## src/rtl/upsample_reader.sv

```systemverilog
// Frame buffer read side: walks a SRC_W x SRC_H grayscale buffer under display
// timing and pixel/line-doubles it into a 2*SRC_W x 2*SRC_H stream.
module upsample_reader #(
    parameter int SRC_W  = 320,
    parameter int SRC_H  = 240,
    parameter int RD_LAT = 2
) (
    input  logic        iCLK,
    input  logic        iRESET,
    input  logic        iFRAME_START,
    input  logic        iACTIVE,
    input  logic [7:0]  iRDATA,
    output logic [16:0] oADDR,
    output logic        oRDEN,
    output logic [7:0]  oGRAY,
    output logic        oVALID,
    output logic        oFRAME_DONE,
    output logic        oERR
);
    localparam logic [9:0]  XMAX     = 10'(2 * SRC_W);
    localparam logic [8:0]  YLAST    = 9'(2 * SRC_H - 1);
    localparam logic [16:0] ROW_STEP = 17'(SRC_W);
    localparam logic [8:0]  XH_MAX   = 9'(SRC_W - 1);

    typedef enum logic {IDLE, ACTIVE} state_t;

    state_t            state, state_nxt;
    logic [9:0]        xcnt, xcnt_nxt;
    logic [8:0]        ycnt, ycnt_nxt;
    logic [16:0]       row_base, row_base_nxt;
    logic              active_d;
    logic              ovr_seen, ovr_seen_nxt;
    logic              err_nxt, done_nxt;
    logic              line_end, x_full;
    logic [8:0]        xh;
    logic              vld_p0, rd_p0;
    logic [RD_LAT-1:0] vld_p, rd_p;

    assign x_full   = (xcnt == XMAX);
    assign line_end = active_d && !iACTIVE;
    // Clamp the column at the saturated count so the address never leaves the buffer.
    assign xh       = x_full ? XH_MAX : xcnt[9:1];
    assign oADDR    = row_base + {8'd0, xh};
    assign oRDEN    = (state == ACTIVE) && iACTIVE && (xcnt < XMAX);

    assign vld_p0   = (state == ACTIVE) && iACTIVE;
    assign rd_p0    = oRDEN;

    always_comb begin
        state_nxt    = state;
        xcnt_nxt     = xcnt;
        ycnt_nxt     = ycnt;
        row_base_nxt = row_base;
        ovr_seen_nxt = ovr_seen;
        err_nxt      = 1'b0;
        done_nxt     = 1'b0;
        case (state)
            IDLE: begin
                if (iFRAME_START) begin
                    state_nxt    = ACTIVE;
                    xcnt_nxt     = '0;
                    ycnt_nxt     = '0;
                    row_base_nxt = '0;
                    ovr_seen_nxt = 1'b0;
                end
            end
            ACTIVE: begin
                if (iACTIVE && (xcnt < XMAX))
                    xcnt_nxt = xcnt + 10'd1;
                if (iACTIVE && x_full && !ovr_seen) begin
                    err_nxt      = 1'b1;
                    ovr_seen_nxt = 1'b1;
                end
                if (line_end) begin
                    xcnt_nxt     = '0;
                    ycnt_nxt     = ycnt + 9'd1;
                    ovr_seen_nxt = 1'b0;
                    if (!x_full)
                        err_nxt = 1'b1;
                    if (ycnt[0])
                        row_base_nxt = row_base + ROW_STEP;
                    if (ycnt == YLAST) begin
                        state_nxt    = IDLE;
                        done_nxt     = 1'b1;
                        ycnt_nxt     = '0;
                        row_base_nxt = '0;
                    end
                end
                // Resync overrides any line-end bookkeeping of the same cycle.
                if (iFRAME_START) begin
                    state_nxt    = ACTIVE;
                    xcnt_nxt     = '0;
                    ycnt_nxt     = '0;
                    row_base_nxt = '0;
                    ovr_seen_nxt = 1'b0;
                    done_nxt     = 1'b0;
                    if ((xcnt != 10'd0) || (ycnt != 9'd0))
                        err_nxt = 1'b1;
                end
            end
            default: state_nxt = IDLE;
        endcase
    end

    always_ff @(posedge iCLK) begin
        if (iRESET) begin
            state       <= IDLE;
            xcnt        <= '0;
            ycnt        <= '0;
            row_base    <= '0;
            active_d    <= 1'b0;
            ovr_seen    <= 1'b0;
            oERR        <= 1'b0;
            oFRAME_DONE <= 1'b0;
            vld_p       <= '0;
            rd_p        <= '0;
        end else begin
            state       <= state_nxt;
            xcnt        <= xcnt_nxt;
            ycnt        <= ycnt_nxt;
            row_base    <= row_base_nxt;
            active_d    <= iACTIVE;
            ovr_seen    <= ovr_seen_nxt;
            oERR        <= err_nxt;
            oFRAME_DONE <= done_nxt;
            // Stage p0 -> p1..pRD_LAT: request flags ride alongside the buffer latency
            vld_p[0]    <= vld_p0;
            rd_p[0]     <= rd_p0;
            for (int i = 1; i < RD_LAT; i++) begin
                vld_p[i] <= vld_p[i-1];
                rd_p[i]  <= rd_p[i-1];
            end
        end
    end

    // Output stage: data returns from the buffer aligned with the last flag stage
    assign oVALID = vld_p[RD_LAT-1];
    assign oGRAY  = rd_p[RD_LAT-1] ? iRDATA : 8'd0;

endmodule

```

## config.mk

```make
export PLATFORM = sky130hd
export DESIGN_NAME = upsample_reader
export DESIGN_NICKNAME = d
export VERILOG_FILES = /design/src/rtl/upsample_reader.sv
export SDC_FILE = /design/constraint.sdc
export NUM_CORES = 1
export LEC_CHECK = 0
export BUFFER_PORTS_ARGS = -buffer_cell sky130_fd_sc_hd__buf_2
export CAP_MARGIN = 20
export CORE_ASPECT_RATIO = 0.8
export CORE_UTILIZATION = 45
export CTS_CLUSTER_DIAMETER = 100
export DETAILED_ROUTE_END_ITERATION = 6
export PLACE_DENSITY_LB_ADDON = 0.12
export SLEW_MARGIN = 15
export SYNTH_ARGS = -nofsm -noshare
export SYNTH_HDL_FRONTEND = slang
export SYNTH_SLANG_ARGS = --single-unit
```

## constraint.sdc

```tcl
create_clock -name iCLK -period 2.1 [get_ports iCLK]
set_input_delay 0.105 -clock iCLK [delete_from_list [all_inputs] [get_ports iCLK]]
set_output_delay 0.105 -clock iCLK [all_outputs]
set_load 0.05 [all_outputs]
```

==> metrics.cfg <==
[worst_setup_path]
crit_start = xcnt[1]$_SDFFE_PP0P_
worstSetupEndpointType = primary output
cp_top_family = simple AND/OR/NAND/NOR gates
critical-path-max-stage-delay_ns = 0.33
worst-path-buf-inv = 2
worstPathArrival_ns = 2.39
crit_path_top_delay_cell = dfxtp_2
crit_top_cell = ha_4
r2r_start = ycnt[1]$_SDFFE_PP0P_
critPathLaunchType = flop
cp_max_fo = 4
worstPathRequired_ns = 2.00
path_cells = inv_2 > ha_4 > nor4b_4 > nand4_1 > and2_4 > ha_4 > a21oi_4 > o21a_2 > nor2_1 > xor2_4 > buf_4
critPathKind = reg -> out

[route]
via_per_inst = 5.49
drt-total-wl_microns = 6040
drc = 0
wl_per_cell_microns = 13.6
first_pass_iters = 4
drtIter0Drc = 106
drtAntennaViolNets = 0
num_vias = 2437

[pwr]
intPower_w = 0.00105
comb_power_share = 0.101
peakVddDrop_v = 0.000432
seqPwrFrac = 0.536
power_density_nw_per_um2 = 431
p_sw_frac = 0.251
clockPowerShare = 0.363
power_switching_w = 0.000352
p_leak_nw = 1.29

[synthesis]
netlist_area_sq_um = 2530
synth_edf_count = 0
ys_seq_elements = 39
syn-instance-count = 311
syn_nets = 332
synth.distinct_cells = 61
avgSynthCellArea_sq_um = 8.14
yosysWarnings = 0
async_reset_ff_frac = 0
synth_seq_area_share = 0.308
yosysTopAreaCell = dfxtp_1
synth_flop_cell = dfxtp_1
synth_top_area_share = 0.308
synth_area_leaders = dfxtp_1, ha_1, a21oi_1

[cts]
cts_sinks = 39
cts_htree_levels = 2
cts_tree = done
clkTransAtPathRegs_ns = 0.07
insertion_delay_ns = 0.29
cts_made_buffers = 5
root_buffer = clkbuf_8
clockBufferDepth = 2
cts_hold_buf = 0

[global_route]
grt_overflow_total = 0
grt_max_degree = 22
antenna_found_initial = 0
grt_usage = 0.214
grt_pass1_wl_microns = 10200
grt_pass1_vias = 2131

[final_layout]
syn_to_final_growth_pct = 28.7
antenna_cells = 0
multiInputGateArea_sq_um = 1790
final_common_cell = dfxtp_1
fin_nets = 387
mostFrequentLayoutCells = dfxtp_1, buf_4, buf_2
fillers = 496
seq_area_sq_um = 783
drive_above_1_share = 0.303

[flow_run]
drv_cap = 0

[die]
die_y_microns = 69.1
io_pins = 41
die_w_microns = 85.9
start_util = 0.466
dieArea_sq_um = 5930
core_sq_um = 5440
rows = 24

[timing]
hold_viol_final = 0
relSlewSlack = 0.567
fmax_ghz = 0.400
worst_slew_pin_slew_ns = 0.649
min_period_ns = 2.50
fin_crit_sh = 1.19
tns_ns = -3.28
rsz0062_at_grt = true
slew_viol_final = 0
finClkSkew_ns = 0.00484
worst_slack_ns = -0.400
setup_viol = 9

[min_path]
hold_class = in -> reg
hp-start = iACTIVE

[place]
place_ws_ns = -0.187
numPortBuffers = 40
detailed_place_hpwl_microns = 4400
gp_congestion = 0.834

[outcome]
status = finished, violations left
violations = setup timing

## flip-flops by register name, indices dropped and copies added, names as in the netlist, 2 cells and up
register and cells:
vld_p 2, xcnt 10, rd_p 2, row_base 11, ycnt 9
## per-stage QoR
stage / instances / power [W] / hold slack, ns / utilization / cell area, sq um
floorplan: 311 / 0.000868 / 0.265 / - / 2700
CTS: 441 / 0.00142 / 0.162 / 0.588 / 3200
detailed placement: 434 / 0.000908 / 0.430 / 0.563 / 3060
finish: 444 / 0.00140 / 0.169 / 0.599 / 3260
global placement: 434 / 0.000907 / 0.421 / 0.563 / 3060
global route: 444 / 0.00147 / 0.189 / 0.599 / 3260
## final timing paths
kind                          endpoint  slack (ns)  cells past startpoint
max                          oADDR[15]       -0.40                     11
max reg2reg  row_base[11]$_SDFFE_PP0P_        0.13                      5
min                 rd_p[0]$_SDFF_PP0_        0.17                      3
min reg2reg         rd_p[1]$_SDFF_PP0_        0.44                      1
## Yosys cell counts (3+ instances only)
| library cell | count |
|---|---|
| a21oi_1 | 22 |
| a311oi_1 | 3 |
| and2_1 | 10 |
| and4_1 | 4 |
| buf_2 | 8 |
| buf_4 | 4 |
| clkbuf_1 | 5 |
| dfxtp_1 | 39 |
| ha_1 | 9 |
| inv_1 | 15 |
| nand2_1 | 19 |
| nand2b_1 | 9 |
| nand3_1 | 9 |
| nand4_1 | 7 |
| nand4b_1 | 3 |
| nor2_1 | 21 |
| nor2b_1 | 5 |
| nor3_1 | 7 |
| nor4_1 | 3 |
| o2111ai_1 | 5 |
| o211ai_1 | 5 |
| o21ai_0 | 17 |
| o31ai_1 | 6 |
| or3_1 | 13 |
| or4_1 | 8 |
| xnor2_1 | 6 |
| xor2_1 | 8 |
## worst reg2reg max path, cell delays in order, from the launching register on
cell and delay (ns):
dfxtp_1 0.36, ha_1 0.24, and4b_2 0.28, a311oi_4 0.61, nor3_1 0.10, o2bb2a_2 0.28
## kinds of logic (layout without fill, tap and decap cells)
group / after synthesis / after routing / share of synthesized area
fa+ha+maj: 9 / 9 / 0.0445
buf+inv: 34 / 89 / 0.0662
xor+xnor: 14 / 14 / 0.0484
flops: 39 / 39 / 0.308
mux: 2 / 2 / 0.00791
compound gates: 82 / 82 / 0.224
other cells: 1 / 1 / 0.00148
simple gates: 130 / 130 / 0.299
## power by group through the flow
stage | Sequential (W) | Clock, W | Combinational [W]
6_report | 0.000753 | 0.000510 | 0.000142
5_1_grt | 0.000754 | 0.000559 | 0.000156
4_1_cts | 0.000752 | 0.000524 | 0.000140
3_5_place_dp | 0.000770 | 0 | 0.000138
3_3_place_gp | 0.000770 | 0 | 0.000138
2_1_floorplan | 0.000773 | 0 | 0.0000950
## layout make-up
class,instances,area share
Timing Repair Buffer,67,0.137
Clock inverter,1,0.00154
Tap cell,78,0.0300
Clock buffer,6,0.0253
Inverter,15,0.0173
Sequential cell,39,0.240
Multi-Input combinational cell,238,0.549
## metal layers
metal  GRT usage  up-vias  wire (microns)
met2       0.314       53            2620
met4      0.0407        0              44
met1       0.322     1127            3100
met5           0        -               0
met3      0.0467        5             274
li1            -     1252               -
## timing repair
| action | in CTS | in global routing |
|---|---|---|
| buffers inserted | 0 | 3 |
| endpoints found under the setup margin | 11 | 12 |
| gates resized for setup | 16 | 5 |
| pin swaps | 1 | 7 |
(Power assumes the default switching activity.)
